--- config.mk ---
export PLATFORM = sky130hd
export DESIGN_NAME = extbus_master
export DESIGN_NICKNAME = d
export VERILOG_FILES = /design/src/rtl/extbus_defs.sv /design/src/rtl/extbus_phi2_gen.sv /design/src/rtl/extbus_master.sv
export SDC_FILE = /design/constraint.sdc
export NUM_CORES = 1
export LEC_CHECK = 0
export CORE_MARGIN = 2
export CORE_UTILIZATION = 40
export CTS_BUF_LIST = sky130_fd_sc_hd__clkbuf_8
export DETAILED_ROUTE_END_ITERATION = 10
export PLACE_DENSITY = 0.69
export REMOVE_ABC_BUFFERS = 1
export SLEW_MARGIN = 15
export SYNTH_ARGS = -nofsm -noshare
export SYNTH_HDL_FRONTEND = slang
export SYNTH_HIERARCHICAL = 1
export SYNTH_SLANG_ARGS = --single-unit
--- constraint.sdc ---
create_clock -name clk -period 2.8 [get_ports clk]
set_input_delay 0.42 -clock clk [delete_from_list [all_inputs] [get_ports clk]]
set_output_delay 0.42 -clock clk [all_outputs]
set_load 0.05 [all_outputs]
--- src/rtl/extbus_defs.sv ---
// Shared constants for the extbus cycle generator: idle bus address, phase compare points
// and the legality check applied to the timing parameters at elaboration.
package extbus_defs;

    localparam logic [63:0] IDLE_ADDR = 64'h0;

    // Strobes fire in the cycle *before* the named phase, so the registered
    // update becomes visible exactly when the phase counter reaches it.
    function automatic int phase_last(input int half);
        return 2 * half - 1;
    endfunction

    function automatic int phase_addr(input int addr_dly);
        return addr_dly - 1;
    endfunction

    function automatic int phase_data(input int half, input int data_dly);
        return half + data_dly - 1;
    endfunction

    function automatic bit params_ok(input int half, input int addr_dly, input int data_dly);
        return (half >= 2) && (addr_dly >= 1) && (addr_dly < half) &&
               (data_dly >= 0) && (data_dly < half);
    endfunction

endpackage

--- src/rtl/extbus_phi2_gen.sv ---
// phi2 phase counter (period 2*HALF clk) with registered phi2 and one-cycle timing strobes.
// Free-running, no backpressure; strobes are asserted the cycle before the edge they name.
module extbus_phi2_gen
    import extbus_defs::*;
#(
    parameter int HALF     = 3,
    parameter int ADDR_DLY = 1,
    parameter int DATA_DLY = 1
) (
    input  logic clk,
    input  logic rst,
    output logic phi2,
    output logic at_fall,
    output logic at_addr,
    output logic at_data,
    output logic at_sample
);

    localparam int              PH_W    = $clog2(2 * HALF);
    localparam logic [PH_W-1:0] PH_LAST = PH_W'(phase_last(HALF));
    localparam logic [PH_W-1:0] PH_ADDR = PH_W'(phase_addr(ADDR_DLY));
    localparam logic [PH_W-1:0] PH_DATA = PH_W'(phase_data(HALF, DATA_DLY));
    localparam logic [PH_W-1:0] PH_HIGH = PH_W'(HALF);

    logic [PH_W-1:0] phase;
    logic [PH_W-1:0] phase_nxt;

    always_comb begin
        phase_nxt = (phase == PH_LAST) ? '0 : phase + PH_W'(1);
    end

    // phi2 is registered from the next phase so it always equals (phase >= HALF).
    always_ff @(posedge clk) begin
        if (rst) begin
            phase <= '0;
            phi2  <= 1'b0;
        end else begin
            phase <= phase_nxt;
            phi2  <= (phase_nxt >= PH_HIGH);
        end
    end

    assign at_fall   = (phase == PH_LAST);
    assign at_sample = (phase == PH_LAST);
    assign at_addr   = (phase == PH_ADDR);
    assign at_data   = (phase == PH_DATA);

endmodule

--- src/rtl/extbus_master.sv ---
// 65C02-style bus master: one command (count beats) -> phi2-timed cycles, one beat per 2*HALF clk.
// cmd_ready = !busy (single command register); rsp is a 1-cycle pulse with no backpressure.
module extbus_master
    import extbus_defs::*;
#(
    parameter int                ADDR_W    = 16,
    parameter int                COUNT_W   = 8,
    parameter int                HALF      = 3,
    parameter int                ADDR_DLY  = 1,
    parameter int                DATA_DLY  = 1,
    parameter logic [ADDR_W-1:0] BASE_ADDR = ADDR_W'(16'h9F20),
    parameter logic [ADDR_W-1:0] BASE_MASK = ADDR_W'(16'hFFF0)
) (
    input  logic               clk,
    input  logic               rst,
    input  logic               cmd_valid,
    output logic               cmd_ready,
    input  logic               cmd_write,
    input  logic [ADDR_W-1:0]  cmd_addr,
    input  logic [7:0]         cmd_data,
    input  logic [COUNT_W-1:0] cmd_count,
    output logic               rsp_valid,
    output logic [7:0]         rsp_data,
    output logic               busy,
    output logic               extbus_phi2,
    output logic [ADDR_W-1:0]  extbus_a,
    output logic               extbus_rw_n,
    output logic               extbus_cs_n,
    output logic               extbus_rd_n,
    output logic               extbus_wr_n,
    output logic [7:0]         extbus_d_out,
    output logic               extbus_d_oe,
    input  logic [7:0]         extbus_d_in
);

    if (!params_ok(HALF, ADDR_DLY, DATA_DLY)) begin : g_param_err
        $error("extbus_master: need HALF>=2, 1<=ADDR_DLY<HALF, 0<=DATA_DLY<HALF");
    end

    localparam logic [ADDR_W-1:0] IDLE_A = ADDR_W'(IDLE_ADDR);

    logic at_fall;
    logic at_addr;
    logic at_data;
    logic at_sample;

    extbus_phi2_gen #(
        .HALF     (HALF),
        .ADDR_DLY (ADDR_DLY),
        .DATA_DLY (DATA_DLY)
    ) u_phi2_gen (
        .clk       (clk),
        .rst       (rst),
        .phi2      (extbus_phi2),
        .at_fall   (at_fall),
        .at_addr   (at_addr),
        .at_data   (at_data),
        .at_sample (at_sample)
    );

    logic               cmd_write_q;
    logic [ADDR_W-1:0]  cmd_addr_q;
    logic [7:0]         cmd_data_q;
    logic [COUNT_W-1:0] beats;
    // Set only when a beat actually started at the address edge; a command
    // accepted mid-period must not drive data or consume a beat until the next one.
    logic               beat_act;

    assign cmd_ready = !busy;

    always_ff @(posedge clk) begin
        if (rst) begin
            cmd_write_q  <= 1'b0;
            cmd_addr_q   <= '0;
            cmd_data_q   <= '0;
            beats        <= '0;
            busy         <= 1'b0;
            beat_act     <= 1'b0;
            rsp_valid    <= 1'b0;
            rsp_data     <= '0;
            extbus_a     <= IDLE_A;
            extbus_rw_n  <= 1'b1;
            extbus_d_out <= '0;
            extbus_d_oe  <= 1'b0;
        end else begin
            rsp_valid <= 1'b0;

            if (cmd_valid && cmd_ready) begin
                cmd_write_q <= cmd_write;
                cmd_addr_q  <= cmd_addr;
                cmd_data_q  <= cmd_data;
                beats       <= (cmd_count == '0) ? COUNT_W'(1) : cmd_count;
                busy        <= 1'b1;
            end

            if (at_addr) begin
                beat_act    <= busy;
                extbus_d_oe <= 1'b0;
                if (busy) begin
                    extbus_a    <= cmd_addr_q;
                    extbus_rw_n <= !cmd_write_q;
                end else begin
                    extbus_a    <= IDLE_A;
                    extbus_rw_n <= 1'b1;
                end
            end

            if (at_data && beat_act && !extbus_rw_n) begin
                extbus_d_out <= cmd_data_q;
                extbus_d_oe  <= 1'b1;
            end

            if (at_sample && beat_act && extbus_rw_n) begin
                rsp_valid <= 1'b1;
                rsp_data  <= extbus_d_in;
            end

            if (at_fall && beat_act) begin
                if (beats <= COUNT_W'(1)) begin
                    beats <= '0;
                    busy  <= 1'b0;
                end else begin
                    beats <= beats - COUNT_W'(1);
                end
            end
        end
    end

    assign extbus_cs_n = ((extbus_a & BASE_MASK) != BASE_ADDR);
    assign extbus_rd_n = !extbus_rw_n || !extbus_phi2;
    assign extbus_wr_n = extbus_rw_n || !extbus_phi2;

endmodule

==> impl_results.md <==
- Final ANT Viol Nets: 0
- Number of synthesized flops with an enable pin: 0
- DRC: 0
- Yosys reg bits: 74
- Leakage: 1.45 nW
- Worst slew pin tran: 0.641 ns
- Post-route cell area: 3990 sq um
- Part of the power in the clock network: between 30% and 40%
- Endpoints failing setup: 0
- Vias in the first global route: 2,438
- Int Pwr: about 1.6 mW
- PnR worst setup slack: 0.412 ns
- TritonCTS clock tree: done
- Tmin final: 2.39 ns
- Reg2reg setup slack: between 0.8 and 0.9 ns
- 1st-iter DRT viols: 114
- First-pass GRT wire length: between 10,000 and 15,000 microns
- Crit path launch: busy
- Core Util, Final: roughly 56%
- Sequential power share: approximately half
- Antenna diodes: 0
- Worst path top cell family by delay: buffers and inverters
- Setup CP Type: reg -> out
- Arr. time, crit path: 1.97 ns
- Area of the core: 7140 sq um
- Final hold slack: between 0.4 and 0.5 ns
- Pin count of the biggest net entering global routing: between 40 and 50
- Worst path bufs/invs: 1
- CP Depth: 1
- Slowest stage delay, CP: 0.92 ns
- Fin Setup TNS: 0 ns
- Initial antenna violation count: 0
- Crit-path cells: clkdlybuf4s50_1
- Total number of yosys warnings: 6
- Worst Path Max Fanout: 16
- Clock skew: 0.00819 ns
- DRT Pass-1 Iters: 4
- FF-to-FF Start: u_phi2_gen/phase[1]
- Syn Std Cell Area: 2890 sq um
- Worst setup SP type: flop
- Hold WC Path Type: reg -> reg
- Peak Freq: 419 MHz
- Gr usage total: ~18%
- Initial core utilization: approximately 41%
- Synth async-reset ratio: 0%
- Cell variety after synth: 40
- Switch Pwr: 0.576 mW
- Die Ht: between 80 and 90 microns
- Max_cap viols: 0
- Synth Flop Type: dfxtp_1
- Synth Area per Inst: 8.39 sq um
- Clock transition at path regs: 0.08 ns
- Htree depth: 3
- Seq/Total Area, Yosys: between 50% and 60%
- CTS Buf Count: 9
- Routed wire length per instance: 12.8 microns
- Fin. max-slew vios: 0
- Share of cells above drive strength 1: 6.53%
- Dpl cells: 512
- Period Utilization, post-route: 85.3%
- Reg2reg end: extbus_rw_n
- Global placer's final weighted congestion: ~0.78
- Commonest cells after routing, fill and taps aside: nand2_1, clkdlybuf4s50_1, dfxtp_1, a21oi_1, nor2_1
- Syn Inst Count: 345
- Status: complete, no violations
- I/O pins: 85
- Root Driver: clkbuf_8
- Die area: 7930 sq um
- Fin cells: 528
- Pwr dens: 552 nW/um^2
- Worst-Skew Late Latency: 0.34 ns
- Worst-case reg-to-reg path depth: 7
- GRT overflow: 0
- CTS sink count: between 70 and 80
- Post-CTS Hold Fix Bufs: 0
- Via density: 5.00
- Unrepaired setup endpoints after global routing: false
- Buffers on Ports: 84
- Worst path slowest cell: clkdlybuf4s50_1
- Gate power share: 12.6%
- Bufs on Longest Clock Path: 2
- Placed cell areas: 3800 sq um
- Via count: 2,639
- Drt total wl: approximately 6800 microns
- Headroom to the max-slew limit: 57.1%
- Switching Share: a little over a quarter
- Final Hold Vio Count: 0
- Dpl ws: 0.720 ns
- Power Total: 2.20 mW
- Crit path to: busy
- Chip width: 89.1 microns
- Post-CTS sizing: 0
- Layout area overhead: 37.9%
- Layout Nets: 471
- Crit end category: primary output
- Critical path data required time: between 2 and 2.5 ns
- HPWL Detailed: 4680 microns
- Post-CTS Setup Bufs: 0
- FP Rows: 31
- Max IR drop VDD: 0.000258 V
-- power by group through the flow --
stage / clock, mW / combinational, mW / sequential (mW)
2_1_floorplan: 0 / 0.123 / 1.16
5_1_grt: 0.855 / 0.304 / 1.13
3_3_place_gp: 0 / 0.275 / 1.15
4_1_cts: 0.824 / 0.279 / 1.12
6_report: 0.802 / 0.277 / 1.12
3_5_place_dp: 0 / 0.277 / 1.15
-- flip-flops by register name (all words and copies together) (netlist names), 3 cells and up --
name              cells
u_phi2_gen/phase      3
extbus_a             16
cmd_data_q            8
rsp_data              8
cmd_addr_q           16
extbus_d_out          8
beats                 8
-- kinds of logic after synthesis --
family / Yosys count / synth area share, %
muxes: 11 / 3.80
AOI/OAI and AO/OA: 70 / 13.9
and+or+nand+nor: 159 / 25.2
xor gates and xnor gates: 2 / 0.605
adders and majority gates: 3 / 1.30
DFF: 74 / 51.2
buffers and inverters: 26 / 4.02
-- area by class of cell --
| type | instances | area [sq um] |
|---|---|---|
| clock buffer | 9 | 124 |
| sequential | 74 | 1480 |
| timing repair buffer | 89 | 873 |
| inverter | 5 | 18.8 |
| clock inverter | 7 | 70.1 |
| tap | 99 | 124 |
| multi-input combinational | 245 | 1300 |
| fill | 682 | 3150 |
-- worst min-delay path by stage --
stage / start / end / cells past startpoint
6_report: cmd_data_q[7] / cmd_data_q[7] / 2
5_1_grt: cmd_addr_q[6] / cmd_addr_q[6] / 2
4_1_cts: cmd_data_q[3] / cmd_data_q[3] / 2
3_5_place_dp: cmd_addr_q[11] / cmd_addr_q[11] / 2
3_3_place_gp: cmd_data_q[5] / cmd_data_q[5] / 2
2_1_floorplan: cmd_data_q[0] / cmd_data_q[0] / 2
-- worst register-to-register path: stages, from the launching register on --
cell and delay [ns]:
dfxtp_1 0.35, nor3_1 0.20, buf_4 0.23, clkinv_1 0.08, buf_4 0.20, nor2_1 0.39
a21oi_1 0.12, or2_2 0.28
-- synthesized netlist by cell type, types with 3 or more instances --
cell,instances,share of area [%]
buf_4,3,0.78
a22oi_1,5,1.3
nand2b_1,4,0.86
o32ai_1,3,0.91
inv_1,4,0.52
clkbuf_1,17,2.2
dfxtp_1,74,51
nand2_1,83,11
nor4_1,4,0.86
mux2i_1,11,3.8
ha_1,3,1.3
a21oi_1,50,8.6
nor2_1,25,3.2
nand3_1,16,2.8
nor3_1,8,1.4
a211oi_1,3,0.78
nand3b_1,3,0.78
-- routing by layer --
layer  global-route usage, %  vias to the layer above  part of all wire, %
li1                        -                     1335                    -
met1                    22.0                     1228                   45
met2                    29.3                       68                   48
met3                    3.79                        8                  5.4
met4                    7.46                        0                  1.3
met5                       0                        -                    0
No activity file was read; power rests on OpenSTA's default activity.
